**src/rtl/regfile_write_arbiter_if.sv**
```systemverilog
// regfile_write_arbiter_if: requester, bulk-clear and register-file write signals of the write arbiter.
// Parameters: NREQ requesters, AW address bits, DW data bits.
// Signals:
//   req/req_addr/req_data  requester write requests, packed per requester
//   gnt                    one-hot combinational accept back to the requesters
//   clr_start              one-cycle pulse that starts a bulk clear
//   clr_done/busy          bulk-clear completion pulse and in-progress flag
//   rf_we/rf_waddr/rf_wdata registered write port of the register file
// Modports: master (requesters, clear controller and register file), slave (the arbiter).
interface regfile_write_arbiter_if #(
    parameter int NREQ = 4,
    parameter int AW   = 3,
    parameter int DW   = 8
);
    logic [NREQ-1:0]    req;
    logic [NREQ*AW-1:0] req_addr;
    logic [NREQ*DW-1:0] req_data;
    logic [NREQ-1:0]    gnt;
    logic               clr_start;
    logic               clr_done;
    logic               busy;
    logic               rf_we;
    logic [AW-1:0]      rf_waddr;
    logic [DW-1:0]      rf_wdata;
    modport master (
        output req, req_addr, req_data, clr_start,
        input  gnt, clr_done, busy, rf_we, rf_waddr, rf_wdata
    );
    modport slave (
        input  req, req_addr, req_data, clr_start,
        output gnt, clr_done, busy, rf_we, rf_waddr, rf_wdata
    );
endinterface

```
**src/rtl/regfile_write_arbiter.sv**
```systemverilog
// regfile_write_arbiter: round-robin sharing of the register-file write port plus a bulk-clear sequencer.
// Ports:
//   clk           rising-edge clock
//   reset         synchronous active-high reset
//   bus           regfile_write_arbiter_if.slave (requests, grants, clear control, rf write port)
//   i_stat_sel    (ARB_STATS_EN only) requester whose grant count is shown
//   o_stat_count  (ARB_STATS_EN only) saturating grant count of requester i_stat_sel
// Optional feature macro: ARB_STATS_EN adds per-requester grant counters.
module regfile_write_arbiter #(
    parameter int NREQ = 4,
    parameter int AW   = 3,
    parameter int DW   = 8
) (
    input  logic clk,
    input  logic reset,
`ifdef ARB_STATS_EN
    input  logic [(NREQ > 1 ? $clog2(NREQ) : 1)-1:0] i_stat_sel,
    output logic [15:0]                              o_stat_count,
`endif
    regfile_write_arbiter_if.slave bus
);
    localparam int DEPTH = 2 ** AW;
    localparam int PW    = NREQ > 1 ? $clog2(NREQ) : 1;

    typedef enum logic {IDLE, CLEAR} state_t;

    state_t          r_state, w_state_next;
    logic [PW-1:0]   r_ptr, w_ptr_next, w_gidx;
    logic [AW-1:0]   r_cnt, w_cnt_next, r_waddr, w_waddr_next;
    logic [DW-1:0]   r_wdata, w_wdata_next;
    logic            r_we, w_we_next, r_done, w_done_next, w_found;
    logic [NREQ-1:0] w_gnt;

    // Round-robin search: requesters at or above the pointer first, then the wrapped-around ones.
    always_comb begin
        w_found = 1'b0;
        w_gidx  = '0;
        for (int i = 0; i < NREQ; i++) begin
            if (!w_found && bus.req[i] && PW'(i) >= r_ptr) begin
                w_found = 1'b1;
                w_gidx  = PW'(i);
            end
        end
        for (int i = 0; i < NREQ; i++) begin
            if (!w_found && bus.req[i] && PW'(i) < r_ptr) begin
                w_found = 1'b1;
                w_gidx  = PW'(i);
            end
        end
    end

    always_ff @(posedge clk) begin
        if (reset) begin
            r_state <= IDLE;
            r_ptr   <= '0;
            r_cnt   <= '0;
            r_we    <= 1'b0;
            r_waddr <= '0;
            r_wdata <= '0;
            r_done  <= 1'b0;
        end else begin
            r_state <= w_state_next;
            r_ptr   <= w_ptr_next;
            r_cnt   <= w_cnt_next;
            r_we    <= w_we_next;
            r_waddr <= w_waddr_next;
            r_wdata <= w_wdata_next;
            r_done  <= w_done_next;
        end
    end

    // gnt depends only on req, state, clr_start and the pointer; clr_start pre-empts arbitration.
    always_comb begin
        w_state_next = r_state;
        w_ptr_next   = r_ptr;
        w_cnt_next   = r_cnt;
        w_we_next    = 1'b0;
        w_waddr_next = r_waddr;
        w_wdata_next = r_wdata;
        w_done_next  = 1'b0;
        w_gnt        = '0;
        if (r_state == CLEAR) begin
            w_we_next    = 1'b1;
            w_waddr_next = r_cnt;
            w_wdata_next = '0;
            w_cnt_next   = r_cnt + AW'(1);
            if (r_cnt == AW'(DEPTH - 1)) begin
                w_state_next = IDLE;
                w_done_next  = 1'b1;
            end
        end else if (bus.clr_start) begin
            w_state_next = CLEAR;
            w_cnt_next   = '0;
        end else if (w_found) begin
            w_gnt        = NREQ'(1) << w_gidx;
            w_we_next    = 1'b1;
            w_waddr_next = bus.req_addr[int'(w_gidx) * AW +: AW];
            w_wdata_next = bus.req_data[int'(w_gidx) * DW +: DW];
            w_ptr_next   = (w_gidx == PW'(NREQ - 1)) ? '0 : w_gidx + PW'(1);
        end
    end

    assign bus.gnt      = w_gnt;
    assign bus.busy     = (r_state == CLEAR);
    assign bus.clr_done = r_done;
    assign bus.rf_we    = r_we;
    assign bus.rf_waddr = r_waddr;
    assign bus.rf_wdata = r_wdata;

`ifdef ARB_STATS_EN
    logic [15:0] r_stat [NREQ];

    // Grant counters survive a bulk clear; only reset zeroes them.
    always_ff @(posedge clk) begin
        for (int i = 0; i < NREQ; i++) begin
            if (reset)
                r_stat[i] <= '0;
            else if (w_gnt[i] && r_stat[i] != 16'hFFFF)
                r_stat[i] <= r_stat[i] + 16'd1;
        end
    end

    assign o_stat_count = (int'(i_stat_sel) < NREQ) ? r_stat[i_stat_sel] : '0;
`endif
endmodule
```
**src/flat_wrapper.sv**
```systemverilog
// flat-port wrapper written by rule: the top's interface ports become plain ports
module regfile_write_arbiter_flat 
#(
    parameter int NREQ = 4,
    parameter int AW   = 3,
    parameter int DW   = 8
)
  (clk, reset, bus_req, bus_req_addr, bus_req_data, bus_clr_start, bus_gnt, bus_clr_done, bus_busy, bus_rf_we, bus_rf_waddr, bus_rf_wdata);
  regfile_write_arbiter_if #(.NREQ(NREQ), .AW(AW), .DW(DW)) bus_i ();
  input  logic clk;
  input  logic reset;
  input wire logic [$bits(bus_i.req)-1:0] bus_req;
  input wire logic [$bits(bus_i.req_addr)-1:0] bus_req_addr;
  input wire logic [$bits(bus_i.req_data)-1:0] bus_req_data;
  input wire logic [$bits(bus_i.clr_start)-1:0] bus_clr_start;
  output wire logic [$bits(bus_i.gnt)-1:0] bus_gnt;
  output wire logic [$bits(bus_i.clr_done)-1:0] bus_clr_done;
  output wire logic [$bits(bus_i.busy)-1:0] bus_busy;
  output wire logic [$bits(bus_i.rf_we)-1:0] bus_rf_we;
  output wire logic [$bits(bus_i.rf_waddr)-1:0] bus_rf_waddr;
  output wire logic [$bits(bus_i.rf_wdata)-1:0] bus_rf_wdata;
  assign bus_i.req = bus_req;
  assign bus_i.req_addr = bus_req_addr;
  assign bus_i.req_data = bus_req_data;
  assign bus_i.clr_start = bus_clr_start;
  assign bus_gnt = bus_i.gnt;
  assign bus_clr_done = bus_i.clr_done;
  assign bus_busy = bus_i.busy;
  assign bus_rf_we = bus_i.rf_we;
  assign bus_rf_waddr = bus_i.rf_waddr;
  assign bus_rf_wdata = bus_i.rf_wdata;
  regfile_write_arbiter #(.NREQ(NREQ), .AW(AW), .DW(DW)) u_core (.clk(clk), .reset(reset), .bus(bus_i));
endmodule
```
**config.mk**
```make
export PLATFORM = sky130hd
export DESIGN_NAME = regfile_write_arbiter_flat
export DESIGN_NICKNAME = d
export VERILOG_FILES = /design/src/rtl/regfile_write_arbiter_if.sv /design/src/rtl/regfile_write_arbiter.sv /design/src/flat_wrapper.sv
export SDC_FILE = /design/constraint.sdc
export NUM_CORES = 1
export LEC_CHECK = 0
export BUFFER_PORTS_ARGS = -buffer_cell sky130_fd_sc_hd__buf_2
export CORE_MARGIN = 5
export CORE_UTILIZATION = 35
export CTS_CLUSTER_SIZE = 16
export DETAILED_ROUTE_END_ITERATION = 10
export GPL_TIMING_DRIVEN = 0
export PLACE_DENSITY = 0.72
export SLEW_MARGIN = 20
export SYNTH_ARGS = -nofsm -noshare
export SYNTH_HDL_FRONTEND = slang
export SYNTH_SLANG_ARGS = --single-unit
export TNS_END_PERCENT = 1
```
**constraint.sdc**
```tcl
create_clock -name clk -period 2.07 [get_ports clk]
set_input_delay 0.1035 -clock clk [delete_from_list [all_inputs] [get_ports clk]]
set_output_delay 0.1035 -clock clk [all_outputs]
set_load 0.01 [all_outputs]
```
* Word level (Yosys, flattened, before mapping)
Cells that the tools add are included.
** Storage, ports and cells
- Logic and storage cells :: 86
- Output and inout port bits :: 18
- Register bits :: 19
** Cells by class
- Magnitude comparators :: 8
- Multiply operators :: 1
- Bitwise gates (word level) :: 2
- Add/sub/neg operators :: 2
- Equal/unequal tests :: 3
- Muxes and demuxes :: 31
- Shift operators :: 3
- Reductions and logical operators :: 29
** Operators with widths (number)
- 12-bit by 32-bit variable part select with 3-bit output :: 1
- 32-bit by 6-bit variable part select with 8-bit output :: 1
- 1-bit 2-to-1 mux :: 16
- 1-bit logical AND :: 15
- 3-bit 2-to-1 mux :: 5
- 2-bit 2-to-1 mux :: 7
- 4-bit 2-to-1 mux :: 3
- 1-bit logical NOT :: 7
- 1-bit by 2-bit greater-or-equal comparator with 1-bit output, first input constant :: 2
- 2-bit greater-or-equal comparator, first input constant :: 2
- 1-bit by 2-bit less-than comparator with 1-bit output, first input constant :: 2
- 2-bit less-than comparator, first input constant :: 2
- 2-bit by 2-bit multiplier with 4-bit output, second input constant :: 1
- 2-bit AND reduction :: 2
- 2-bit nonzero test :: 2
- 2-bit OR reduction :: 2
- 1-bit by 2-bit left shift with 4-bit output, first input constant :: 1
- 3-bit by 1-bit adder with 3-bit output, second input constant :: 1
- 3-bit == test, second input constant :: 1
- 3-bit AND reduction :: 1
- 2-bit by 1-bit adder with 2-bit output, second input constant :: 1
- 2-bit == test, second input constant :: 1
- 2-bit by 1-bit inequality test with 1-bit output, second input constant :: 1
- 1-bit NOT :: 2

* Longest topological paths before layout
Gate-level depths: netlist (run 1).
- Depth in word-level cells :: 36
- Mapped depth :: 7
- Mapped depth without buffers :: 6

* Worst setup path before layout (run 1)
Ideal clock, no wire load.
- Path kind :: flip-flop to flip-flop
- From :: register u_core.r_ptr[1]
- To :: register u_core.r_ptr[1]
- Setup time :: 0.128 ns
- Clock period less this slack :: 1.663 ns
- Required time :: 1.942 ns
- Stages on the path, launching flop included :: 8
- Data arrival time :: 1.535 ns
- Slack :: 0.407 ns
- Cell sequence :: dfxtp_1 -> mux2i_1 -> nor2_1 -> nor3_4 -> buf_6 -> ha_1 -> mux2i_1 -> nor2_1
** On the way
- Cells in the longest elaborated chain, start to end :: 33
- Elaborated cells on any way between the ends :: 49
- Classes of those cells :: add/sub: 1; order compare: 8; eq/ne: 1; mux: 16; reduce/logical: 23
** RTL lines
- start: declaration :: RTL line regfile_write_arbiter.sv:28 : logic [PW-1:0] r_ptr, w_ptr_next, w_gidx;
- start signal: assignment :: RTL line regfile_write_arbiter.sv:63 : r_ptr <= w_ptr_next;
- 1-bit by 2-bit greater-or-equal comparator with 1-bit output :: RTL line regfile_write_arbiter.sv:39 : if (!w_found && bus.req[i] && PW'(i) >= r_ptr) begin
- 1-bit logical AND :: RTL line regfile_write_arbiter.sv:39
- 1-bit 2-to-1 mux :: RTL line regfile_write_arbiter.sv:39
- 1-bit logical NOT :: RTL line regfile_write_arbiter.sv:39
- 1-bit logical AND (2 in a row) :: RTL line regfile_write_arbiter.sv:39
- 1-bit 2-to-1 mux :: RTL line regfile_write_arbiter.sv:39
- 1-bit logical NOT :: RTL line regfile_write_arbiter.sv:39
- 1-bit logical AND (2 in a row) :: RTL line regfile_write_arbiter.sv:39
- [13 not listed]
- 1-bit logical NOT :: RTL line regfile_write_arbiter.sv:45 : if (!w_found && bus.req[i] && PW'(i) < r_ptr) begin
- 1-bit logical AND (2 in a row) :: RTL line regfile_write_arbiter.sv:45
- 1-bit 2-to-1 mux :: RTL line regfile_write_arbiter.sv:45
- 1-bit logical NOT :: RTL line regfile_write_arbiter.sv:45
- 1-bit logical AND (2 in a row) :: RTL line regfile_write_arbiter.sv:45
- 2-bit 2-to-1 mux :: RTL line regfile_write_arbiter.sv:45
- 2-bit by 1-bit adder with 2-bit output / 2-bit == test (equally long branches) :: RTL line regfile_write_arbiter.sv:99 : w_ptr_next = (w_gidx == PW'(NREQ - 1)) ? '0 : w_gidx + PW'(1);
- 2-bit 2-to-1 mux :: RTL line regfile_write_arbiter.sv:99
Parallel ways exist; a longest one is shown, timed or not.
A chain may end at the register's enable or synchronous reset.

* Worst setup path after layout (run 1)
- From :: register u_core.r_ptr[0]
- To :: output bus_gnt[1]
** On the way
- Cells in the longest elaborated chain, start to end :: 35
- Elaborated cells on any way between the ends :: 49
- Classes of those cells :: order compare: 8; shift: 1; mux: 18; reduce/logical: 22
** RTL lines
- 1-bit by 2-bit greater-or-equal comparator with 1-bit output :: RTL line regfile_write_arbiter.sv:39
- 1-bit logical AND :: RTL line regfile_write_arbiter.sv:39
- 1-bit 2-to-1 mux :: RTL line regfile_write_arbiter.sv:39
- 1-bit logical NOT :: RTL line regfile_write_arbiter.sv:39
- 1-bit logical AND (2 in a row) :: RTL line regfile_write_arbiter.sv:39
- 1-bit 2-to-1 mux :: RTL line regfile_write_arbiter.sv:39
- 1-bit logical NOT :: RTL line regfile_write_arbiter.sv:39
- 1-bit logical AND (2 in a row) :: RTL line regfile_write_arbiter.sv:39
- [16 not listed]
- 1-bit 2-to-1 mux :: RTL line regfile_write_arbiter.sv:45
- 1-bit logical NOT :: RTL line regfile_write_arbiter.sv:45
- 1-bit logical AND (2 in a row) :: RTL line regfile_write_arbiter.sv:45
- 2-bit 2-to-1 mux :: RTL line regfile_write_arbiter.sv:45
- 1-bit by 2-bit left shift with 4-bit output :: RTL line regfile_write_arbiter.sv:95 : w_gnt = NREQ'(1) << w_gidx;
- 4-bit 2-to-1 mux * :: RTL line regfile_write_arbiter.sv:94 : end else if (w_found) begin
- 4-bit 2-to-1 mux * :: RTL line regfile_write_arbiter.sv:91 : end else if (bus.clr_start) begin
- 4-bit 2-to-1 mux * :: RTL line regfile_write_arbiter.sv:82 : if (r_state == CLEAR) begin
- end: declaration :: RTL line flat_wrapper.sv:16 : output wire logic [$bits(bus_i.gnt)-1:0] bus_gnt;
Every way passes the cells marked *; elsewhere a longest branch is shown, timed or not.

==> run metrics, run 1 <==
delay-heaviest family, CP=buffers and inverters; initial drt markers=approximately 70; VDD IR max=around 180 µV; Residual DRC=0; initial antenna violation count=0; FP Rows=21; Final Net Count=between 200 and 300; Worst Tran Pin Value=0.595 ns; antenna cells=0; total wire length=between 3000 and 4000 µm; # port buffers=68; share of the synthesized area in the top cell type=between 30% and 40%; die height=69.6 µm; WL per Instance=13.0 µm; arrival time worst endpoint=about 1.8 ns; unrepaired setup endpoints after global routing=false; largest area contributor in the netlist=dfxtp_1; drt pass-1 iters=4; Setup TNS=0 ns; synthesized instance count=between 100 and 150; final instance area=about 1700 µm²; H-tree depth=1; Initial Utilization=a little under two fifths; final setup violation count=0; first-pass GRT wire length=between 5000 and 6000 µm; Core Area=about 3400 µm²; register area=383 µm²; kind of end point of the critical path=primary output; outcome=finished, final reports clean; CTS Buffer Depth=2; Max-Cap Viols=0; period utilization=92.2%; dominant cells by area after synthesis=dfxtp_1 (31%), mux2i_1 (16%), mux2_2 (11%), ha_1 (6.0%), nor2_1 (4.5%); GR Util All Layers=about an eighth; clk sinks=19; Num CTS Buffers=3; IO Pins=69; worst path bufs/invs=4; Pleak=between 0.0008 and 0.0009 µW; Fin. Hold Viols=0; vias in the first global route=1,204; commonest non-fill, non-tap cells in the layout=buf_2 (69), mux2i_1 (20), dfxtp_1 (17); final clock skew=around 0.0058 ns; most common cell after layout, fill and taps aside=buf_2; Synth Cell Area=1240 µm²; vias per cell=around 4.8; pwr dens=around 570 nW/µm²; Crit Path Max Fanout=11; clk_lat worst skew=0.29 ns; synth warn=0; syn_nets=189; Yosys reg bits=19; Setup crit start kind=flip-flop; Max transition margin=roughly 60%; largest net degree at the start of global routing=12; min-delay worst type=input port to flip-flop; CP most frequent cell=inv_1; Layout Area Growth over Synthesis=37.6%; fmax=~520 MHz; Detail Route Antenna Nets=0; footprint of the multi-input gates=around 800 µm²; CP required=~2.0 ns; fraction of layout instances using a drive strength above 1=between 40% and 50%; clk root buf=clkbuf_4; slowest CP cell=dfxtp_2; Final min period=1.91 ns; Hold Buf Count CTS=0; syn avg cell area=roughly 9.4 µm²; CTS tree=yes; die width=between 60 and 70 µm; Placed Area=around 1600 µm²; total gr overflow=0; GP Congestion=0.779; CP max stage delay=between 0.3 and 0.4 ns; sequential cell area fraction in the yosys report=30.6%; crit path cell chain=inv_1 > a21oi_2 > a2bb2oi_4 > buf_8 > inv_1 > ha_1 > and2_1 > buf_2; Layout fillers=340; vias=between 1,000 and 1,500; clock transition at the registers of the reported paths=roughly 0.11 ns; die area=around 4800 µm²; count of different cell masters after synthesis=27; max-slew violation count=0; DP HPWL=between 2000 and 3000 µm; critical path class=flip-flop to primary output
## cells by family after synthesis
group / count (synthesis) / share of synthesized area [%]
flops: 19 / 30.6
simple gates: 41 / 17.2
compound gates: 22 / 12.8
mux: 33 / 28.2
fa+ha+maj: 6 / 6.04
buf+inv: 11 / 5.23
## through the flow
stage	instances	hold slack (ns)	setup slack (ns)	total power, µW	utilization [%]
3_3_place_gp	246	0.424	0.153	768	48.4
2_1_floorplan	132	0.274	0.407	654	-
5_1_grt	255	0.0944	0.00896	1040	50.5
4_1_cts	251	0.107	0.0238	965	49.4
6_report	255	0.118	0.162	972	50.5
3_5_place_dp	246	0.429	0.145	771	48.4
## path summary, 6_finish.rpt
path,start,end,slack [ns],cells after the start
min reg2reg,u_core.bus.rf_wdata[1],u_core.bus.rf_wdata[1],0.46,2
min,reset,u_core.bus.rf_waddr[0],0.12,4
max,u_core.r_ptr[0],bus_gnt[1],0.16,8
max reg2reg,u_core.r_ptr[0],u_core.bus.rf_waddr[2],0.25,7
## worst min-delay path, stage by stage
cell	delay (ns)
buf_2	0.11
nor2_1	0.05
o31ai_1	0.08
a21oi_2	0.03
## what timing repair did
action / CTS / global route
resized for setup: 0 / 3
endpoints found under the setup margin: 4 / 3
buffers inserted: 1 / 4
pin swaps: 1 / 0
## synth_stat cells
library cell and count:
buf_2 1, a21oi_1 5, and2_1 4, nor2b_1 1, buf_6 3, a2bb2oi_4 1
nand2_1 3, o21ai_1 8, o31ai_1 1, a211oi_1 1, mux2_4 1, nor3_4 1
clkbuf_1 2, ha_1 6, mux2i_1 20, inv_1 5, nor2_1 15, a221oi_1 4
nand3b_2 1, or2_2 1, mux2_2 12, a21oi_2 2, nor4_1 1, nor3_1 2
dfxtp_1 19, nor3b_1 2, nand3_1 10
## state kept, by name, summed over array words and instances (netlist names)
register,cells
u_core.bus.rf_we,1
u_core.bus.rf_waddr,3
u_core.bus.busy,1
u_core.bus.rf_wdata,8
u_core.bus.clr_done,1
u_core.r_cnt,3
u_core.r_ptr,2
## layout make-up
class                           instances  share of cell area [%]
Inverter                                5                    1.10
Buffer                                  6                    2.92
Timing Repair Buffer                   73                    22.1
Clock buffer                            4                    1.54
Sequential cell                        19                    22.4
Multi-Input combinational cell        102                    46.6
Tap cell                               46                    3.36
## where the power goes
group          total, µW  internal, µW  switching (µW)
clock network        191          74.9             116
logic                370           200             170
registers            411           393            18.1
## layer usage
metal	track usage [%]	part of all wire, %	routed length (µm)
met5	0	0	0
met4	3.83	0.61	20
met3	3.91	7.6	251
met2	23.1	48	1590
met1	14.6	44	1440
No activity file was read; power rests on OpenSTA's default activity.
==> run 2, diff against run 1 <==
clock period = 2.1 ns   (was 2.07 ns; I/O delays follow)
==> run 2 against run 1 <==
Clock power about the same. Highest routed layer unchanged. Critical endpoint unchanged. Die area unchanged. Sequential power down 1%. Design area down 0.29%. Largest cell class unchanged. Register-to-register slack better by 0.02 ns. Cell count unchanged.
==> run metrics, run 2 (synthesis results as in run 1) <==
die area=4850 µm² (unchanged); Min Hold Slack=0.117 ns (-0.000567 ns); Final min period=1.95 ns; Initial Utilization=36.7% (unchanged); min-delay worst type=input port to flip-flop; WL per Instance=13.0 µm (about the same); footprint of the multi-input gates=798 µm² (unchanged); Cells after DPL=246 (unchanged); die height=69.6 µm (unchanged); die width=69.6 µm (unchanged); critical path class=flip-flop to primary output; max-slew violation count=0 (unchanged); final setup violation count=0 (unchanged); Fin. Hold Viols=0 (unchanged); hold path depth=4 (unchanged); FF-to-FF Start=u_core.r_ptr[0]; first-pass GRT wire length=5190 µm (unchanged); period utilization=approximately 93%; clk root buf=clkbuf_4; worst path bufs/invs=4 (unchanged); clk sinks=19 (unchanged); IO Pins=69 (unchanged); Worst Hold End=u_core.bus.rf_waddr[0]; Max-Cap Viols=0 (unchanged); H-tree depth=1 (unchanged); fraction of layout instances using a drive strength above 1=47.8% (-0.48 points); largest net degree at the start of global routing=12 (unchanged); VDD IR max=176 µV (-1.5%); final clock skew=0.00459 ns (-0.00123 ns); Worst Tran Pin Value=0.595 ns (unchanged); vias per cell=4.76 (unchanged); Hold Startpoint=reset; CTS tree=yes; reg-to-reg slack, setup=0.27 ns (+0.02 ns); pwr dens=560 nW/µm² (-1.3%); vias=1,214 (unchanged); fmax=slightly above 500 MHz; Max transition margin=60.2% (unchanged); CP required=2.00 ns (+0.03 ns); post-layout util=50.4% (-0.15 points); register area=382 µm² (-0.33%); initial antenna violation count=0 (unchanged); CP most frequent cell=inv_1; number of flip-flops in the largest register=8 (unchanged); GR Util All Layers=12.9% (unchanged); Layout fillers=342 (+0.59%); DP HPWL=2690 µm (unchanged); Worst R2R End=u_core.bus.rf_waddr[2]; CTS Buffer Depth=2 (unchanged); FP Rows=21 (unchanged); commonest non-fill, non-tap cells in the layout=buf_2 (69), mux2i_1 (20), dfxtp_1 (18); Hold Buf Count CTS=0 (unchanged); delay-heaviest family, CP=buffers and inverters; most common cell after layout, fill and taps aside=buf_2; slowest CP cell=dfxtp_1; crit path cell chain=inv_1 > a21oi_2 > a2bb2oi_4 > buf_6 > inv_1 > ha_1 > and2_1 > buf_2; Detail Route Antenna Nets=0 (unchanged); Pleak=0.000817 µW (-0.19%); initial drt markers=71 (unchanged); drt pass-1 iters=4 (unchanged); Num CTS Buffers=3 (unchanged); total wire length=3310 µm (about the same); Residual DRC=0 (unchanged); Crit Path Max Fanout=11 (unchanged); Setup TNS=0 ns (unchanged); total gr overflow=0 (unchanged); outcome=finished, final reports clean; worst r2r path cells=7 (unchanged); GP Congestion=0.779 (unchanged); clk_lat worst skew=0.29 ns (about the same); Core Area=3390 µm² (unchanged); clock transition at the registers of the reported paths=0.11 ns (about the same); Power Total=956 µW (-1.6%); kind of end point of the critical path=primary output; Layout Area Growth over Synthesis=37.2%; CP max stage delay=0.37 ns (+0.02 ns); Final Net Count=267 (unchanged); arrival time worst endpoint=1.85 ns (+0.05 ns); Non-Filler Instances=255 (unchanged); Setup crit start kind=flip-flop; vias in the first global route=1,204 (unchanged); antenna cells=0 (unchanged); # port buffers=68 (unchanged)
run 2: routing by layer:
layer | vias up | share of wire (%) | track usage, %
met2 | 39 | 48 | 23.1
met5 | - | 0 | 0
met3 | 2 | 7.6 | 3.91
met4 | 0 | 0.60 | 3.83
li1 | 631 | - | -
met1 | 542 | 43 | 14.6
run 2: tightest hold or removal path: cells and delay by family:
family          cells  cell delay (ns)
buf+inv             1             0.11
compound gates      2             0.11
simple gates        1             0.05
run 2: area by class of cell:
cell class | count | share of cell area, %
clock buffer | 4 | 1.54
sequential | 19 | 22.4
multi-input combinational | 102 | 46.8
timing repair buffer | 73 | 22.1
tap | 46 | 3.37
buffer | 6 | 2.71
inverter | 5 | 1.10
run 2: repair_timing:
action,in CTS,in global routing
pin swaps,1,0
hold endpoints to repair,0,0
resized for setup,0,1
endpoints found under the setup margin,4,3
buffers inserted,1,4
run 2: per-stage QoR:
stage          setup WS [ns]  instance area [µm²]
2_1_floorplan          0.437                 1240
3_3_place_gp           0.182                 1640
3_5_place_dp           0.173                 1640
4_1_cts               0.0523                 1680
5_1_grt             -0.00733                 1710
6_report               0.147                 1710
run 2: power breakdown:
group,switching [µW],internal (µW)
registers,17.9,387
logic,167,196
clock network,115,73.8
total,299,656
run 2: worst max-delay path by stage:
stage	startpoint	endpoint	slack (ns)	cells past startpoint
2_1_floorplan	u_core.r_ptr[1]	u_core.r_ptr[1]	0.44	7
4_1_cts	u_core.r_ptr[1]	bus_gnt[1]	0.05	8
3_5_place_dp	u_core.r_ptr[1]	bus_gnt[2]	0.17	8
6_report	u_core.r_ptr[0]	bus_gnt[1]	0.15	8
3_3_place_gp	u_core.r_ptr[1]	bus_gnt[2]	0.18	8
5_1_grt	u_core.r_ptr[0]	bus_gnt[0]	-0.007	8
==> run 3, diff against run 2 <==
ABC_CLOCK_PERIOD_IN_PS = 1600   (was not set)
PLACE_DENSITY = 0.74   (was 0.72)
clock period = 1.6 ns   (was 2.1 ns; I/O delays follow)
==> run 3 against run 2 <==
The run now ends with negative setup slack left. Critical path depth did not move. Power is 44% higher. Core utilization up 6.1 points. Routed wire length is 11% higher. Clock skew grew 0.0081 ns. Setup slack got worse by 0.40 ns. Cell count grew 2.7%. Sequential power increased by 32%. Sequential share of layout area fell by 2.2 points. Clock-buffer cell count did not move.
==> run metrics, run 3 (synthesis results as in run 1) <==
outcome=complete, but fails checks; violations in the final reports=negative setup slack; fin worst setup slack=-0.256 ns (-0.404 ns); Layout fillers=313 (-8.5%); reg-to-reg slack, setup=-0.17 ns (-0.44 ns); min-delay worst type=input port to flip-flop; delay-heaviest family, CP=buffers and inverters; VDD IR max=382 µV (+120%); pwr dens=722 nW/µm² (+29%); arrival time worst endpoint=1.78 ns (-0.07 ns); FF-to-FF Start=u_core.r_ptr[0]; Hold Buf Count CTS=0 (unchanged); final instance area=1910 µm² (+12%); clk sinks=19 (unchanged); # port buffers=68 (unchanged); Residual DRC=0 (unchanged); slowest CP cell=dfxtp_2; number of flip-flops in the largest register=8 (unchanged); max-slew violation count=0 (unchanged); drt pass-1 iters=4 (unchanged); Crit Path Max Fanout=5 (-6); Num CTS Buffers=3 (unchanged); fmax=between 500 and 600 MHz; die area=4850 µm² (unchanged); register share of total power=38.8% (-3.6 points); worst path bufs/invs=4 (unchanged); CP required=1.52 ns (-0.48 ns); Worst R2R End=u_core.bus.rf_waddr[2]; fraction of layout instances using a drive strength above 1=57.9% (+10 points); Layout Area Growth over Synthesis=53.7%; vias in the first global route=1,294 (+7.5%); die height=69.6 µm (unchanged); Internal=936 µW (+43%); initial drt markers=70 (-1.4%); largest net degree at the start of global routing=11 (-1); Max-Cap Viols=0 (unchanged); kind of end point of the critical path=primary output; Core Area=3390 µm² (unchanged); Max transition margin=64.9% (+4.7 points); Worst Setup EP=bus_gnt[1]; CTS Buffer Depth=2 (unchanged); unrepaired setup endpoints after global routing=true; clk root buf=clkbuf_4; GR Util All Layers=14.6% (+1.7 points); Initial Utilization=36.7% (unchanged); Worst Tran Pin Value=0.525 ns (-0.0702 ns); source of the critical timing path=u_core.r_ptr[0]; initial antenna violation count=0 (unchanged); critical path class=flip-flop to primary output; total gr overflow=0 (unchanged); final clock skew=0.0127 ns (+0.00812 ns); first-pass GRT wire length=5860 µm (+13%); DP HPWL=2630 µm (-2.2%); WL per Instance=14.0 µm (+7.6%); IO Pins=69 (unchanged); CTS tree=yes; FP Rows=21 (unchanged); Pleak=0.000893 µW (+9.3%); GP Congestion=0.808 (+3.7%); total wire length=3660 µm (+11%); clk_lat worst skew=0.30 ns (about the same); clock transition at the registers of the reported paths=0.12 ns (about the same); worst r2r path cells=7 (unchanged); H-tree depth=1 (unchanged); antenna cells=0 (unchanged); Sw Ratio=32.2% (+0.85 points); Final min period=1.86 ns; Detail Route Antenna Nets=0 (unchanged); post-layout util=56.4% (+6.1 points); most common cell after layout, fill and taps aside=buf_2; cell depth of the worst setup path=8 (unchanged); vias=1,273 (+4.9%); sw power=444 µW (+48%); Final Net Count=274 (+2.6%); die width=69.6 µm (unchanged); period utilization=116%; power share of the clock group=18.1% (-1.6 points); vias per cell=4.86 (+2.1%); Placed Area=1640 µm² (unchanged); Setup crit start kind=flip-flop; Fin. Hold Viols=0 (unchanged); final setup violation count=15 (+15); CP max stage delay=0.37 ns (about the same); commonest non-fill, non-tap cells in the layout=buf_2 (67), mux2i_1 (20), dfxtp_1 (17); Comb pwr share=43.2% (+5.3 points); crit path cell chain=inv_2 > a21oi_2 > a2bb2oi_4 > buf_8 > clkinvlp_4 > ha_4 > and2_1 > buf_2
## run 3: layer usage
metal	track usage (%)	routed length, µm
met1	17.2	1560
met2	26.4	1890
met3	3.77	184
met4	3.19	23
met5	0	0
## run 3: cell type report
cell class,instances,area [µm²],area share (%)
Sequential cell,19,385,20.2
Inverter,5,25.0,1.31
Tap cell,46,57.6,3.01
Clock buffer,4,26.3,1.37
Multi-Input combinational cell,102,901,47.1
Timing Repair Buffer,80,458,24.0
Buffer,6,58.8,3.08
## run 3: how the worst min path moves through the flow
stage | startpoint | depth (start not counted) | end
finish | reset | 4 | u_core.bus.rf_waddr[0]
global route | reset | 4 | u_core.bus.rf_waddr[0]
CTS | reset | 4 | u_core.bus.rf_waddr[0]
detailed placement | reset | 4 | u_core.bus.rf_waddr[0]
global placement | reset | 4 | u_core.bus.rf_waddr[0]
floorplan | reset | 3 | u_core.bus.rf_waddr[0]
## run 3: worst reg2reg max path, stage by stage, from the launching register on
cell       delay [ns]
dfxtp_2          0.37
inv_2            0.05
a21oi_2          0.19
a2bb2oi_4        0.20
buf_6            0.16
mux2_2           0.34
a221oi_2         0.24
a221oi_1         0.10
## run 3: per-stage QoR
| stage | setup WS (ns) | cells | power (µW) | hold slack (ns) | setup TNS (ns) |
|---|---|---|---|---|---|
| 5_1_grt | -0.326 | 262 | 1480 | 0.110 | -2.97 |
| 2_1_floorplan | 0.000299 | 132 | 845 | 0.251 | 0 |
| 3_3_place_gp | -0.242 | 246 | 993 | 0.390 | -2.25 |
| 6_report | -0.256 | 262 | 1380 | 0.0846 | -1.72 |
| 3_5_place_dp | -0.255 | 246 | 998 | 0.392 | -2.42 |
| 4_1_cts | -0.269 | 260 | 1350 | 0.0616 | -1.94 |
## run 3: power by group through the flow
stage               combinational, µW  clock [µW]  sequential, µW
global route                      648         287             540
global placement                  452           0             541
detailed placement                456           0             542
CTS                               553         261             531
finish                            595         249             535
floorplan                         294           0             551
## run 3: timing repair
action	4_1_cts	5_1_grt
buffers inserted	10	2
hold endpoints to repair	0	0
pin swaps	3	7
endpoints found under the setup margin	16	16
resized for setup	21	16
